**config.mk**
```make
export PLATFORM = sky130hd
export DESIGN_NAME = irq_ctrl
export DESIGN_NICKNAME = d
export VERILOG_FILES = /design/src/rtl/irq_ctrl.sv
export SDC_FILE = /design/constraint.sdc
export NUM_CORES = 1
export LEC_CHECK = 0
export CORE_ASPECT_RATIO = 1.75
export CORE_MARGIN = 8
export CORE_UTILIZATION = 51
export DETAILED_ROUTE_END_ITERATION = 8
export GPL_ROUTABILITY_DRIVEN = 0
export PLACE_DENSITY = 0.82
export SYNTH_ARGS = -nofsm -noshare
export SYNTH_HDL_FRONTEND = slang
export SYNTH_SLANG_ARGS = --single-unit
```
**constraint.sdc**
```tcl
create_clock -name CLOCK -period 3.1 [get_ports CLOCK]
set_input_delay 0.465 -clock CLOCK [delete_from_list [all_inputs] [get_ports CLOCK]]
set_output_delay 0.465 -clock CLOCK [all_outputs]
set_load 0.01 [all_outputs]
```
**src/rtl/irq_ctrl.sv**
```systemverilog
// irq_ctrl: toggle-style interrupt controller with masking, priority arbitration, vectoring and in-service tracking
// Ports:
//   CLOCK, RESET_N       system clock, asynchronous active-low reset
//   i_irq[CHANNELS]      per-channel toggle request, any level change is one event
//   i_intf               CPU interrupt flag, gates o_req
//   i_ack / i_eoi        CPU accept pulse / RETI pulse
//   i_mask_we, i_mask    mask register write (1 = channel enabled)
//   i_ovr_clr            clear all overrun flags
//   o_req, o_vector      request and vector of the arbitrated channel
//   o_pending            raw pending latches (mask not applied)
//   o_inservice          in-service bits
//   o_overrun            sticky: event arrived while already pending
// Optional feature: define IRQ_NEST_EN to allow nesting of higher-priority channels.
module irq_ctrl #(
    parameter int          CHANNELS    = 8,
    parameter int          SYNC_STAGES = 2,
    parameter logic [15:0] VEC_BASE    = 16'h0002,
    parameter int          VEC_STRIDE  = 2
) (
    input  logic                CLOCK,
    input  logic                RESET_N,
    input  logic [CHANNELS-1:0] i_irq,
    input  logic                i_intf,
    input  logic                i_ack,
    input  logic                i_eoi,
    input  logic                i_mask_we,
    input  logic [CHANNELS-1:0] i_mask,
    input  logic                i_ovr_clr,
    output logic                o_req,
    output logic [15:0]         o_vector,
    output logic [CHANNELS-1:0] o_pending,
    output logic [CHANNELS-1:0] o_inservice,
    output logic [CHANNELS-1:0] o_overrun
);
    localparam int          IW        = (CHANNELS > 1) ? $clog2(CHANNELS) : 1;
    localparam logic [15:0] LP_STRIDE = 16'(VEC_STRIDE);
`ifdef IRQ_NEST_EN
    localparam bit NEST_EN = 1'b1;
`else
    localparam bit NEST_EN = 1'b0;
`endif

    typedef enum logic [1:0] {S_IDLE, S_REQ, S_SERVICE} state_t;

    state_t                               r_state, w_state_nx;
    logic [SYNC_STAGES-1:0][CHANNELS-1:0] r_sync;
    logic [SYNC_STAGES-1:0]               r_fill;
    logic                                 r_armed;
    logic [CHANNELS-1:0]                  r_prev, r_pend, r_insvc, r_ovr, r_mask;
    logic [15:0]                          r_vec;
    logic [IW-1:0]                        r_idx;
    logic [CHANNELS-1:0]                  w_sync, w_event, w_elig, w_cand, w_clr, w_is_low;
    logic [IW-1:0]                        w_idx;
    logic [15:0]                          w_vec;
    logic                                 w_any, w_load, w_take, w_eoi_take;

    assign w_sync = r_sync[SYNC_STAGES-1];
    // Events are suppressed until prev holds a real synchronised sample, so a level held through reset never fires.
    assign w_event  = {CHANNELS{r_armed}} & (w_sync ^ r_prev);
    assign w_cand   = r_pend & r_mask & w_elig;
    assign w_any    = |w_cand;
    assign w_vec    = VEC_BASE + 16'(w_idx) * LP_STRIDE;
    assign w_clr    = w_take ? (CHANNELS'(1) << r_idx) : '0;
    // Two's-complement trick isolates the lowest set in-service bit.
    assign w_is_low = r_insvc & (-r_insvc);

    always_comb begin
        w_elig = '0;
        for (int k = 0; k < CHANNELS; k++)
            // With nesting, channel k is eligible only if no in-service bit sits at index <= k.
            w_elig[k] = NEST_EN ? ~|(r_insvc << (CHANNELS - 1 - k)) : ~|r_insvc;
    end

    always_comb begin
        w_idx = '0;
        for (int k = CHANNELS - 1; k >= 0; k--)
            if (w_cand[k]) w_idx = IW'(k);
    end

    always_comb begin
        w_state_nx = r_state;
        w_load     = 1'b0;
        w_take     = 1'b0;
        w_eoi_take = 1'b0;
        case (r_state)
            S_IDLE: begin
                w_load     = w_any;
                w_state_nx = w_any ? S_REQ : S_IDLE;
            end
            S_REQ: begin
                if (i_ack && i_intf) begin
                    w_take     = 1'b1;
                    w_state_nx = S_SERVICE;
                end else if (w_any) begin
                    w_load = 1'b1;
                end else begin
                    w_state_nx = |r_insvc ? S_SERVICE : S_IDLE;
                end
            end
            S_SERVICE: begin
                if (i_eoi) begin
                    w_eoi_take = 1'b1;
                    w_state_nx = (NEST_EN && |(r_insvc & ~w_is_low)) ? S_SERVICE : S_IDLE;
                end else if (NEST_EN && w_any) begin
                    w_load     = 1'b1;
                    w_state_nx = S_REQ;
                end
            end
            default: w_state_nx = S_IDLE;
        endcase
    end

    always_ff @(posedge CLOCK or negedge RESET_N) begin
        if (!RESET_N) r_state <= S_IDLE;
        else          r_state <= w_state_nx;
    end

    always_ff @(posedge CLOCK or negedge RESET_N) begin
        if (!RESET_N) begin
            r_sync  <= '0;
            r_fill  <= '0;
            r_armed <= 1'b0;
            r_prev  <= '0;
            r_pend  <= '0;
            r_insvc <= '0;
            r_ovr   <= '0;
            r_mask  <= '1;
            r_vec   <= VEC_BASE;
            r_idx   <= '0;
        end else begin
            r_sync  <= {r_sync[SYNC_STAGES-2:0], i_irq};
            r_fill  <= {r_fill[SYNC_STAGES-2:0], 1'b1};
            r_armed <= r_fill[SYNC_STAGES-1];
            r_prev  <= w_sync;
            // A same-cycle event beats the ACK clear and is not an overrun.
            r_pend  <= (r_pend & ~w_clr) | w_event;
            r_ovr   <= (r_ovr & ~{CHANNELS{i_ovr_clr}}) | (w_event & r_pend & ~w_clr);
            r_insvc <= (r_insvc | w_clr) & ~({CHANNELS{w_eoi_take}} & w_is_low);
            if (i_mask_we) r_mask <= i_mask;
            if (w_load) begin
                r_vec <= w_vec;
                r_idx <= w_idx;
            end
        end
    end

    assign o_req       = (r_state == S_REQ) && i_intf;
    assign o_vector    = r_vec;
    assign o_pending   = r_pend;
    assign o_inservice = r_insvc;
    assign o_overrun   = r_ovr;
endmodule

```
==> impl_metrics.csv <==
group,metric,value,unit
sta,rsz0062_at_grt,"false",
clock_tree,cts_setup_buffers,0,
global_route,antenna_found_initial,0,
sta,setup_ws,857.0,ps
detailed_routing,top_layer,"met4",
layout,drive_gt1_frac,0.1458,
clock_tree,clk_pin_slew_worst_paths,70,ps
detailed_routing,wl_met1,2.042,mm
detailed_routing,dr.pass1.iters,4,
detailed_routing,wl,5.809,mm
placement,portBuffers,51,
layout,area_growth,28.85,%
floorplan,io_pins,64,
logic_synthesis,synth-seq-cells,68,
placement,hpwl,4.400,mm
sta,drv_slew,0,
detailed_routing,drt_iter0_drc,116,
setup_path,crit_required,3370,ps
floorplan,die_area,7892,um2
pwr,p_per_area,791.7,nW/um2
detailed_routing,vias,1877,
floorplan,die_h,111.7,um
setup_path,max_stage_delay,580,ps
pwr,leakage,1.540,nW
setup_path,worst_path_max_delay_cell,"dfstp_2",
sta,min_period,2243,ps
global_route,grt_pass1_wl,9.515,mm
global_route,grt_max_degree,48,
setup_path,crit_family,"simple AND/OR/NAND/NOR gates",
clock_tree,cts.root.buffer_cell,"clkbuf_8",
status,outcome,"completed",
setup_path,critPathMaxFanout,4,
sta,max_freq,0.4458,GHz
clock_tree,clock_sinks,68,
detailed_routing,drcViolationCount,0,
sta,fin_crit_sh,0.7235,
global_route,grt_pass1_vias,2002,
clock_tree,cts_made_buffers,9,
logic_synthesis,netlist_instances,223,
sta,hold_viol,0,
detailed_routing,dr_wl_met3,428,um
floorplan,die_w,70.67,um
logic_synthesis,yosysSeqAreaShare,0.6421,
detailed_routing,via_per_inst,5.472,
min_path,hold_path_class,"in2async",
setup_path,path_class,"reg2reg",
global_route,grtUsageTotal,0.1572,
clock_tree,hold_buffers,0,
floorplan,num_rows,35,
setup_path,worst_setup_path_end_kind,"flip-flop",
sta,worst_pin_slew,977.9,ps
setup_path,start_kind,"flip-flop",
logic_synthesis,synth-main-ff-cell,"dfrtp_1",
detailed_routing,antenna_left,0,
logic_synthesis,synth-edff-count,0,
global_route,overflow,0,
setup_path,cp.arrival,2520,ps
floorplan,start_util,0.5162,
logic_synthesis,ys_warn_count,0,
floorplan,coreArea,5167,um2
sta,finalClockSkew,17.02,ps
detailed_routing,wire_per_inst,16.94,um
clock_tree,cts_htree_levels,3,
sta,max_slew_margin,0.3481,
pwr,ir_drop,0.0005193,V
setup_path,path_cells,"nand2_1, a32o_1, a222oi_1, nor3_1, ha_1, or4_1, nand3_1",
logic_synthesis,avgSynthCellArea,11.96,um2
logic_synthesis,synthArstFlopShare,1.000,
clock_tree,cts_tree,"yes",
run,max-cap-violations,0,
sta,finalSetupTns,0,ps
setup_path,cp.buffers_inverters,0,
sta,setup-violations-final,0,
logic_synthesis,synth.distinct_cells,40,
layout,n_antenna_cell,0,
logic_synthesis,syn_area,2668,um2
clock_tree,worstSkewPairLatency,350,ps
clock_tree,cts_resized,0,
layout,nNetsFinal,307,
pwr,finalPower,2.721,mW
clock_tree,cts_buffer_depth,2,
detailed_routing,dr_wl_met2,3.076,mm
placement,dp_slack,848.5,ps
cell type report:
class	instances	area, um2
fill	394	1730
sequential	68	1713
multi-input combinational	139	849.6
timing repair buffer	53	520.5
clock buffer	10	127.6
clock inverter	6	112.6
tap	55	68.82
inverter	12	45.04
per-layer routing:
metal | track usage | up-vias
met2 | 0.2547 | 88
met4 | 0.1189 | 0
met3 | 0.06751 | 21
met1 | 0.1535 | 909
li1 | - | 859
met5 | 0 | -
logic make-up after synthesis:
group,after synthesis,share of synthesized area
AOI/OAI and AO/OA,34,0.09100
xor gates and xnor gates,8,0.02627
adders and majority gates,1,0.004690
buffers and inverters,27,0.05488
DFF,68,0.6421
muxes,13,0.05535
other,2,0.002815
and+or+nand+nor,70,0.1229
through the flow:
stage / util / hold WS [ps] / instances / instance area, um2
4_1_cts: 0.6651 / 289.5 / 343 / 3437
3_5_place_dp: 0.6186 / 335.6 / 327 / 3197
6_report: 0.6651 / 276.5 / 343 / 3437
5_1_grt: 0.6651 / 347.0 / 343 / 3437
2_1_floorplan: - / 169.4 / 234 / 2709
3_3_place_gp: 0.6186 / 332.5 / 327 / 3197
cell usage after synthesis, drive strengths merged, types with 2 or more instances:
master	count	area share
nand3	6	0.011
dfrtp	59	0.55
dfstp	9	0.089
nor2	7	0.0099
o21ai	7	0.013
a22oi	2	0.0056
or4	2	0.0056
nor2b	3	0.0070
conb	2	0.0028
mux2	11	0.048
nand2	38	0.053
buf	14	0.037
o22ai	9	0.021
a31oi	3	0.0070
inv	12	0.017
mux2i	2	0.0075
xor2	8	0.026
a21oi	5	0.011
nand2b	2	0.0047
nor3	6	0.015
path summary, 6_finish.rpt:
kind,cells past startpoint,slack [ps],startpoint,endpoint
worst min register to register,0,350,r_sync[0]$_DFF_PN0_,w_sync[0]$_DFF_PN0_
worst min-delay path,1,280,RESET_N,r_fill[1]$_DFF_PN0_
worst max register to register,7,860,r_mask[6]$_DFFE_PN1P_,o_vector[3]$_DFFE_PN0P_
worst max-delay path,7,860,r_mask[6]$_DFFE_PN1P_,o_vector[3]$_DFFE_PN0P_
max in group asynchronous,2,2000,RESET_N,r_mask[6]$_DFFE_PN1P_
min in group CLOCK,0,350,r_sync[0]$_DFF_PN0_,w_sync[0]$_DFF_PN0_
layout by cell type, fill, tap and decap left out, types with 8 or more instances in the layout:
master            n
clkbuf_8          9
clkdlybuf4s50_1  50
conb_1           13
dfrtp_1          59
dfstp_2           9
inv_1            12
mux2_2           10
nand2_1          38
o22ai_1           9
xor2_1            8
report_power, final:
part | internal [mW] | switching (mW) | leakage (nW)
Sequential | 1.03 | 0.135 | 0.792
Clock | 0.536 | 0.330 | 0.120
Combinational | 0.339 | 0.353 | 0.627
flip-flops by register name, indices dropped and copies added (netlist names):
| name | cells |
|---|---|
| o_pending | 8 |
| r_prev | 8 |
| o_overrun | 8 |
| r_fill | 2 |
| r_mask | 8 |
| w_sync | 8 |
| o_vector | 4 |
| r_armed | 1 |
| r_sync | 8 |
| r_state | 2 |
| r_idx | 3 |
| o_inservice | 8 |
Note: power is estimated with default switching activity, not from simulation.
